### src/rtl/trace_ram_arbiter_if.sv
// Trace RAM arbiter bus: video timing, capture stream, trace RAM port and pixel output.
// master = environment (sync/ADC/RAM side), slave = the arbiter.
interface trace_ram_arbiter_if #(
  parameter int DATA_W = 12
);
  logic              vidstate;
  logic [9:0]        h;
  logic              frame_start;
  logic              arm;
  logic              trig;
  logic              cap_valid;
  logic [DATA_W-1:0] cap_data;
  logic              cap_ready;
  logic [9:0]        ram_addr;
  logic              ram_we;
  logic [DATA_W-1:0] ram_wdata;
  logic [DATA_W-1:0] ram_rdata;
  logic [DATA_W-1:0] pix_sample;
  logic              pix_valid;
  logic              ovf;

  modport master (
    output vidstate, h, frame_start, arm, trig, cap_valid, cap_data, ram_rdata,
    input  cap_ready, ram_addr, ram_we, ram_wdata, pix_sample, pix_valid, ovf
  );

  modport slave (
    input  vidstate, h, frame_start, arm, trig, cap_valid, cap_data, ram_rdata,
    output cap_ready, ram_addr, ram_we, ram_wdata, pix_sample, pix_valid, ovf
  );
endinterface

### src/rtl/trace_ram_arbiter.sv
// Captures a triggered ADC trace into a single-port RAM, writing only during video blanking.
// Optional: define TRACE_AUTO_REARM_EN to re-arm from HOLD on every frame_start.
module trace_ram_arbiter #(
  parameter int DEPTH      = 640,
  parameter int DATA_W     = 12,
  parameter int FIFO_DEPTH = 8
) (
  input  logic                 clk,
  input  logic                 rst,
  trace_ram_arbiter_if.slave   bus
);

  localparam int CW = $clog2(DEPTH + 1);
  localparam int AW = $clog2(FIFO_DEPTH);
  localparam logic [CW-1:0] DEPTH_C     = CW'(DEPTH);
  localparam logic [CW-1:0] LAST_C      = CW'(DEPTH - 1);
  localparam logic [AW:0]   FIFO_FULL_C = (AW + 1)'(FIFO_DEPTH);

  typedef enum logic [1:0] {IDLE, ARMED, CAPTURE, HOLD} state_t;

  state_t            state_q;
  logic [CW-1:0]     push_cnt_q;
  logic [CW-1:0]     wr_cnt_q;
  logic [DATA_W-1:0] fifo_mem [FIFO_DEPTH];
  logic [AW-1:0]     rd_ptr_q;
  logic [AW-1:0]     wr_ptr_q;
  logic [AW:0]       fifo_cnt_q;
  logic [AW:0]       fifo_cnt_d;
  logic              ovf_q;
  logic              vid_p1_q;
  logic              pix_valid_q;
  logic [DATA_W-1:0] pix_sample_q;

  logic in_cap, cap_open, fifo_full, fifo_empty;
  logic disp_gnt, wr_gnt, push_en, start_cap, flush, last_wr, auto_rearm;

  assign in_cap     = (state_q == CAPTURE);
  assign fifo_full  = (fifo_cnt_q == FIFO_FULL_C);
  assign fifo_empty = (fifo_cnt_q == '0);
  assign cap_open   = in_cap && (push_cnt_q < DEPTH_C);

  // Display owns the RAM throughout active video; the writer drains only in blanking.
  // Reset is folded in so ram_addr reads 0 while rst is held, regardless of vidstate.
  assign disp_gnt  = bus.vidstate && rst;
  assign wr_gnt    = !bus.vidstate && in_cap && !fifo_empty;
  assign push_en   = cap_open && bus.cap_valid && bus.cap_ready;
  assign start_cap = (state_q == ARMED) && bus.trig;
  assign flush     = bus.arm || start_cap;
  assign last_wr   = wr_gnt && (wr_cnt_q == LAST_C);

`ifdef TRACE_AUTO_REARM_EN
  assign auto_rearm = (state_q == HOLD) && bus.frame_start;
`else
  logic unused_frame_start;
  assign unused_frame_start = bus.frame_start;
  assign auto_rearm         = 1'b0;
`endif

  // A pop frees a slot in the same cycle, so a full FIFO still accepts while draining.
  assign bus.cap_ready = cap_open ? (!fifo_full || wr_gnt) : 1'b1;

  assign bus.ram_addr  = disp_gnt ? bus.h : (wr_gnt ? 10'(wr_cnt_q) : 10'd0);
  assign bus.ram_we    = wr_gnt;
  assign bus.ram_wdata = wr_gnt ? fifo_mem[rd_ptr_q] : '0;

  assign bus.pix_sample = pix_sample_q;
  assign bus.pix_valid  = pix_valid_q;
  assign bus.ovf        = ovf_q;

  assign fifo_cnt_d = fifo_cnt_q + {{AW{1'b0}}, push_en} - {{AW{1'b0}}, wr_gnt};

  always_ff @(posedge clk or negedge rst) begin
    if (!rst) begin
      state_q      <= IDLE;
      push_cnt_q   <= '0;
      wr_cnt_q     <= '0;
      rd_ptr_q     <= '0;
      wr_ptr_q     <= '0;
      fifo_cnt_q   <= '0;
      ovf_q        <= 1'b0;
      vid_p1_q     <= 1'b0;
      pix_valid_q  <= 1'b0;
      pix_sample_q <= '0;
    end else begin
      // pixel stage: RAM read data lands one cycle after the address, registered once more
      vid_p1_q     <= bus.vidstate;
      pix_valid_q  <= vid_p1_q;
      pix_sample_q <= bus.ram_rdata;

      if (start_cap) begin
        state_q <= CAPTURE;
      end else if (bus.arm || auto_rearm) begin
        state_q <= ARMED;
      end else if (last_wr) begin
        state_q <= HOLD;
      end

      if (bus.arm || auto_rearm) begin
        ovf_q <= 1'b0;
      end else if (in_cap && bus.cap_valid && !bus.cap_ready) begin
        ovf_q <= 1'b1;
      end

      if (flush) begin
        push_cnt_q <= '0;
        wr_cnt_q   <= '0;
        rd_ptr_q   <= '0;
        wr_ptr_q   <= '0;
        fifo_cnt_q <= '0;
      end else begin
        if (push_en) begin
          push_cnt_q <= push_cnt_q + 1'b1;
          wr_ptr_q   <= wr_ptr_q + 1'b1;
        end
        if (wr_gnt) begin
          wr_cnt_q <= wr_cnt_q + 1'b1;
          rd_ptr_q <= rd_ptr_q + 1'b1;
        end
        fifo_cnt_q <= fifo_cnt_d;
      end
    end
  end

  always_ff @(posedge clk) begin
    if (push_en && !flush) begin
      fifo_mem[wr_ptr_q] <= bus.cap_data;
    end
  end

endmodule

### src/flat_wrapper.sv
// flat-port wrapper written by rule: the top's interface ports become plain ports
module trace_ram_arbiter_flat 
#(
  parameter int DEPTH      = 640,
  parameter int DATA_W     = 12,
  parameter int FIFO_DEPTH = 8
)
  (clk, rst, bus_vidstate, bus_h, bus_frame_start, bus_arm, bus_trig, bus_cap_valid, bus_cap_data, bus_ram_rdata, bus_cap_ready, bus_ram_addr, bus_ram_we, bus_ram_wdata, bus_pix_sample, bus_pix_valid, bus_ovf);
  trace_ram_arbiter_if #(.DATA_W(DATA_W)) bus_i ();
  input  logic clk;
  input  logic rst;
  input wire logic [$bits(bus_i.vidstate)-1:0] bus_vidstate;
  input wire logic [$bits(bus_i.h)-1:0] bus_h;
  input wire logic [$bits(bus_i.frame_start)-1:0] bus_frame_start;
  input wire logic [$bits(bus_i.arm)-1:0] bus_arm;
  input wire logic [$bits(bus_i.trig)-1:0] bus_trig;
  input wire logic [$bits(bus_i.cap_valid)-1:0] bus_cap_valid;
  input wire logic [$bits(bus_i.cap_data)-1:0] bus_cap_data;
  input wire logic [$bits(bus_i.ram_rdata)-1:0] bus_ram_rdata;
  output wire logic [$bits(bus_i.cap_ready)-1:0] bus_cap_ready;
  output wire logic [$bits(bus_i.ram_addr)-1:0] bus_ram_addr;
  output wire logic [$bits(bus_i.ram_we)-1:0] bus_ram_we;
  output wire logic [$bits(bus_i.ram_wdata)-1:0] bus_ram_wdata;
  output wire logic [$bits(bus_i.pix_sample)-1:0] bus_pix_sample;
  output wire logic [$bits(bus_i.pix_valid)-1:0] bus_pix_valid;
  output wire logic [$bits(bus_i.ovf)-1:0] bus_ovf;
  assign bus_i.vidstate = bus_vidstate;
  assign bus_i.h = bus_h;
  assign bus_i.frame_start = bus_frame_start;
  assign bus_i.arm = bus_arm;
  assign bus_i.trig = bus_trig;
  assign bus_i.cap_valid = bus_cap_valid;
  assign bus_i.cap_data = bus_cap_data;
  assign bus_i.ram_rdata = bus_ram_rdata;
  assign bus_cap_ready = bus_i.cap_ready;
  assign bus_ram_addr = bus_i.ram_addr;
  assign bus_ram_we = bus_i.ram_we;
  assign bus_ram_wdata = bus_i.ram_wdata;
  assign bus_pix_sample = bus_i.pix_sample;
  assign bus_pix_valid = bus_i.pix_valid;
  assign bus_ovf = bus_i.ovf;
  trace_ram_arbiter #(.DEPTH(DEPTH), .DATA_W(DATA_W), .FIFO_DEPTH(FIFO_DEPTH)) u_core (.clk(clk), .rst(rst), .bus(bus_i));
endmodule
### config.mk
export PLATFORM = sky130hd
export DESIGN_NAME = trace_ram_arbiter_flat
export DESIGN_NICKNAME = d
export VERILOG_FILES = /design/src/rtl/trace_ram_arbiter_if.sv /design/src/rtl/trace_ram_arbiter.sv /design/src/flat_wrapper.sv
export SDC_FILE = /design/constraint.sdc
export NUM_CORES = 1
export LEC_CHECK = 0
export CAP_MARGIN = 20
export CORE_MARGIN = 1
export CORE_UTILIZATION = 49
export DETAILED_ROUTE_END_ITERATION = 12
export PLACE_DENSITY_LB_ADDON = 0.08
export SLEW_MARGIN = 20
export SYNTH_ARGS = -nofsm -noshare
export SYNTH_HDL_FRONTEND = slang
export SYNTH_SLANG_ARGS = --single-unit
### constraint.sdc
create_clock -name clk -period 3.2 [get_ports clk]
set_clock_uncertainty 0.2 [all_clocks]
set_input_delay 0.64 -clock clk [delete_from_list [all_inputs] [get_ports clk]]
set_output_delay 0.64 -clock clk [all_outputs]
set_load 0.005 [all_outputs]
== Word level (Yosys, flattened, before mapping) ==
Memory sizes are Yosys's and may differ from the RTL's.
Cells that the tools add are included.

* Eq/ne operators: 4
* Add/subtract/negate cells: 6
* Mux-type cells: 20
* Reduce and logical (&&, ||, !) cells: 23
* $lt $le $gt $ge: 1

{| class="wikitable"
|+ Operator list
! operator !! number
|-
| 10-bit two-way mux || 6
|-
| 10-bit by 1-bit adder with 10-bit output (second input constant) || 2
|-
| 12-bit two-way mux || 1
|-
| 3-bit two-way mux || 4
|-
| 1-bit logical AND || 11
|-
| 10-bit == test (second input constant) || 1
|-
| 10-bit < comparator (second input constant) || 1
|-
| 3-bit by 1-bit adder with 3-bit output (second input constant) || 2
|-
| 2-bit two-way mux || 3
|-
| 2-bit nonzero test || 3
|-
| 1-bit logical NOT || 5
|-
| 1-bit two-way mux || 5
|-
| 4-bit by 1-bit adder with 4-bit output || 1
|-
| 4-bit == test (second input constant) || 1
|-
| 4-bit logical NOT || 1
|-
| 4-bit two-way mux || 1
|-
| 4-bit by 1-bit subtractor with 4-bit output || 1
|-
| 3-bit nonzero test || 1
|-
| 2-bit by 1-bit == test with 1-bit output (second input constant) || 1
|-
| 2-bit == test (second input constant) || 1
|-
| 1-bit logical OR || 2
|}

* RAM bits: 96
* Register bits: 47
* Memories: 1
* Input port bits: 41
* Logic and storage cells: 65

{| class="wikitable"
|+ Memory list
! name !! words !! width !! read ports !! clocked after Yosys merged registers in !! wr ports !! RTL line !! RTL
|-
| u_core.fifo_mem || 8 || 12 || 1 || 0 || 1 || trace_ram_arbiter.sv:24 || <nowiki>logic [DATA_W-1:0] fifo_mem [FIFO_DEPTH];</nowiki>
|}

== Depth between registers and ports, before layout ==
Gate-level depths: netlist of the first run.

* Word-level depth: 9
* Gate-level depth with buffers: 14

== Worst setup path before layout of the first run ==
OpenSTA, ideal clock, no wires.

* Path type: in2reg
* From: input port bus_vidstate
* To: memory u_core.fifo_mem[1][0], enable pin
* Path slack: -0.105 ns
* Data arrival time: 2.709 ns
* Data required time: 2.604 ns
* Library setup time: 0.396 ns
* Cell stages on the path: 6
* Cell sequence: or4b_1 -> a211o_1 -> buf_2 -> inv_2 -> nand3_1 -> nor3_1

* Cells in the longest elaborated chain, start to end: 9

{| class="wikitable"
|+ RTL lines
! item !! RTL line !! RTL
|-
| start: declaration || flat_wrapper.sv:12 || <nowiki>input wire logic [$bits(bus_i.vidstate)-1:0] bus_vidstate;</nowiki>
|-
| 1-bit logical NOT || trace_ram_arbiter.sv:45 || <nowiki>assign wr_gnt = !bus.vidstate && in_cap && !fifo_empty;</nowiki>
|-
| 1-bit logical AND (2 in series) || trace_ram_arbiter.sv:45 ||
|-
| 1-bit logical OR || trace_ram_arbiter.sv:60 || <nowiki>assign bus.cap_ready = cap_open ? (!fifo_full || wr_gnt) : 1'b1;</nowiki>
|-
| 1-bit two-way mux || trace_ram_arbiter.sv:60 ||
|-
| 1-bit logical AND || trace_ram_arbiter.sv:46 || <nowiki>assign push_en = cap_open && bus.cap_valid && bus.cap_ready;</nowiki>
|-
| 1-bit logical AND || trace_ram_arbiter.sv:125 || <nowiki>if (push_en && !flush) begin</nowiki>
|-
| 1-bit two-way mux || trace_ram_arbiter.sv:125 ||
|-
| 1-bit two-way mux (implied by the code) || trace_ram_arbiter.sv:126 || <nowiki>fifo_mem[wr_ptr_q] <= bus.cap_data;</nowiki>
|-
| end: declaration || trace_ram_arbiter.sv:24 ||
|}

No other way between the ends.

== Final worst setup path of the first run ==
* From: register u_core.fifo_cnt_q[2]
* To: output port bus_ram_addr[3]

* Cells in the longest elaborated chain, start to end: 5

{| class="wikitable"
|+ RTL lines
! item !! RTL line !! RTL
|-
| start: declaration || trace_ram_arbiter.sv:27 || <nowiki>logic [AW:0] fifo_cnt_q;</nowiki>
|-
| start signal: assignment || trace_ram_arbiter.sv:119 || <nowiki>fifo_cnt_q <= fifo_cnt_d;</nowiki>
|-
| 4-bit logical NOT || trace_ram_arbiter.sv:39 || <nowiki>assign fifo_empty = (fifo_cnt_q == '0);</nowiki>
|-
| 1-bit logical NOT || trace_ram_arbiter.sv:45 ||
|-
| 1-bit logical AND || trace_ram_arbiter.sv:45 ||
|-
| 10-bit two-way mux (2 in series) || trace_ram_arbiter.sv:62 || <nowiki>assign bus.ram_addr = disp_gnt ? bus.h : (wr_gnt ? 10'(wr_cnt_q) : 10'd0);</nowiki>
|-
| end: declaration || flat_wrapper.sv:21 || <nowiki>output wire logic [$bits(bus_i.ram_addr)-1:0] bus_ram_addr;</nowiki>
|}

No other way between the ends.

==> metrics, run 1 <==
status finished with violations; failing checks design-rule violations; drt via density 5.46; Starting Density 0.511; met2 WL 5.59 mm; synth top area cells edfxtp_1 49%, dfrtp_1 20%, mux4_2 9.1%, ha_1 2.1%, mux2i_1 2.0%; CP startpoint u_core.fifo_cnt_q[2]$_DFF_PN0_; dpl cell area 7110 sq um; Area Growth Syn to Fin 30.0%; Slew headroom 0.608; DR DRC count 6; Pwr Density 549 nW/um^2; syn nets ~430; worst-path fanout max 11; Pleak 2.74 nW; crit share post-route 0.964; final wirelength 11.2 mm; YS warnings 0; Setup CP Type flop to primary output; n_diodes 0; initial antenna violation count 0; Final Hold Vio Count 0; clock transition at the registers of the reported paths 0.06 ns; global route overflow 0; sequential-to-total area share from yosys stat 0.687; Post-synth ARST share 0.329; chip width 112 um; design area 7680 sq um; fin crit period 3.08 ns; DIE AREA between 10000 and 15000 sq um; via count of the first global-routing pass 3636; Cell variety after synth 45; setup tns final 0 ns; filler cell count 812; Req. time, crit path 2.36 ns; Via Count roughly 3500; Post-synth EDFFs 96; first-pass GRT wire length 18.7 mm; CTS tree built; #FFs+latches synth 143; H-Tree Depth 4; Yosys top cell area share 0.488; peak supply drop ~0.45 mV; Tightest Pin Transition 0.587 ns; die extent in y 112 um; Cell Count, Final, Fillers Out 647; largest net degree at the start of global routing 48; max-cap viol count 0; fmax approximately 320 MHz; Nets 544; root buf cell clkbuf_16; ys flop type edfxtp_1; gp weighted congestion roughly 0.75; WHS 0.155 ns; Ports 79; unrepaired setup endpoints after global routing yes; Clock Latency Late Sink 0.42 ns; DRT Pass-1 Iters 11; Synth Cell Area 5910 sq um; FP Rows 39; IO buf count 77; layout cells sized above 1 0.196; clk sinks between 100 and 150; Total Routing Usage GR 0.201; Max Transition Viols Final 0; met3 wire len between 600 and 700 um; CP Launch Type flop; maximum clock path buffer count 2; dominant cell type by area after synthesis edfxtp_1; post-route ant nets 0; hold buffers post-CTS 0; Setup Buffers After CTS 0; Hold WC Path Type input pin to asynchronous set/reset pin; worst path setup slack after routing 0.117 ns; Syn Area/Cell 15.6 sq um; Num CTS Buffers 17; Placed Cells 616; Place WS -0.0946 ns; Arr. time, crit path 2.24 ns; DR WL/cell between 15 and 20 um; Top Layer Used met4; post-synthesis cell count about 380; Post-DP HPWL ~7.5 mm; Core Util, Final 0.664; area of the core 11600 sq um; met1 WL about 4.8 mm; CP Capture Type primary output; initial DRC count about 190; Reg2Reg Launch Point u_core.fifo_cnt_q[2]$_DFF_PN0_; Final setup violation count 0; Pwr Total 4.21 mW
-- flip-flops by register name, indices dropped and copies added (netlist names) --
| name | flops |
|---|---|
| u_core.push_cnt_q | 10 |
| u_core.bus.pix_sample | 12 |
| u_core.vid_p1_q | 1 |
| u_core.bus.ovf | 1 |
| u_core.fifo_cnt_q | 4 |
| u_core.wr_ptr_q | 3 |
| u_core.wr_cnt_q | 10 |
| u_core.fifo_mem | 96 |
| u_core.bus.pix_valid | 1 |
| u_core.rd_ptr_q | 3 |
| u_core.state_q | 2 |
-- layer usage --
| metal | vias up | global-route usage |
|---|---|---|
| met1 | 1743 | 0.261 |
| met2 | 96 | 0.322 |
| li1 | 1675 | - |
| met4 | 0 | 0.0838 |
| met3 | 18 | 0.0539 |
| met5 | - | 0 |
-- power breakdown --
group	internal [mW]	switching [mW]
Clock	1.13	0.704
Sequential	2.02	0.0304
Combinational	0.178	0.154
Total	3.33	0.889
-- path summary, 6_finish.rpt --
| check | endpoint | slack, ns | cells past startpoint |
|---|---|---|---|
| setup / recovery | bus_ram_addr[3] | 0.12 | 7 |
| hold reg to reg | u_core.bus.pix_valid$_DFF_PN0_ | 0.16 | 0 |
| hold / removal | u_core.bus.ovf$_DFFE_PN0P_ | 0.16 | 2 |
| setup reg to reg | u_core.fifo_cnt_q[2]$_DFF_PN0_ | 0.43 | 12 |
| max in group asynchronous | u_core.bus.pix_sample[11]$_DFF_PN0_ | 2.24 | 2 |
| min in group clk | u_core.bus.pix_valid$_DFF_PN0_ | 0.16 | 0 |
-- cell type report --
| cell class | instances | area, sq um | area share |
|---|---|---|---|
| flip-flops and latches | 143 | 4060 | 0.529 |
| well taps | 143 | 179 | 0.0233 |
| clock buffers | 19 | 433 | 0.0564 |
| clock inverters | 12 | 120 | 0.0156 |
| multi-input cells | 206 | 1750 | 0.228 |
| repair buffers | 111 | 1090 | 0.141 |
| inverters | 13 | 51.3 | 0.00668 |
-- worst max-delay path, cell delays in order (launching register included) --
cell and delay (ns):
dfrtp_1 0.37, inv_2 0.07, ha_2 0.19, or3b_4 0.40, nand2_4 0.10, inv_4 0.08, a22o_1 0.18, clkdlybuf4s50_1 0.45
-- Yosys cell counts (2+ instances only) --
cell and instances:
and2_1 4, mux4_2 24, o31ai_1 4, inv_1 11, a21o_1 2, inv_2 2, dfrtp_1 47, ha_1 10
or4_1 4, xor2_1 2, nor2_1 31, o21a_1 2, edfxtp_1 96, nor3b_1 3, o21ai_0 9, clkbuf_1 11
xnor2_1 9, nand4_1 6, nor3_1 3, nand3_1 9, nand2_1 19, mux2i_1 12, nand2b_1 2, buf_1 3
buf_2 3, or3_1 9, a22o_1 8, a21oi_1 17
-- repair_timing --
| item | in CTS | in global routing |
|---|---|---|
| resized for setup | 3 | 5 |
| cloned | 0 | 0 |
| setup endpoints to repair | 10 | 24 |
| hold endpoints to repair | 0 | 0 |
| pin swaps | 1 | 0 |
-- kinds of logic after synthesis --
kind of cell             share of synthesized area
AO/OA/AOI/OAI                               0.0498
XOR/XNOR                                    0.0163
adder cells (fa/ha/maj)                     0.0246
buffers and inverters                       0.0197
flip-flops                                   0.687
multiplexers                                 0.112
AND/OR/NAND/NOR                             0.0909
-- cells in the final DEF, fill, tap and decap left out, types with 3 or more instances in the layout --
master and instances:
edfxtp_1 96, nor2_1 31, clkbuf_16 17, and2_1 4, buf_12 5, a21oi_1 17
dfrtp_1 47, or3_1 9, mux4_2 24, buf_4 28, clkinv_2 4, nor3b_1 3
mux2i_1 12, xnor2_1 9, nand2_1 18, a22o_1 8, inv_1 10, ha_1 9
nand4_1 6, nand3_1 9, or4_1 4, clkdlybuf4s50_1 75, o21ai_0 9, o31ai_1 4
No activity file was read; power rests on OpenSTA's default activity.
==> run 2, diff against run 1 <==
--- a/config.mk
+++ b/config.mk
@@ -5,7 +5,6 @@
 export SDC_FILE = /design/constraint.sdc
 export NUM_CORES = 1
 export LEC_CHECK = 0
-export CAP_MARGIN = 20
 export CORE_MARGIN = 1
 export CORE_UTILIZATION = 49
 export DETAILED_ROUTE_END_ITERATION = 12
==> results of run 2 <==
The final DEF is identical to that of run 1; final timing and power are the same.
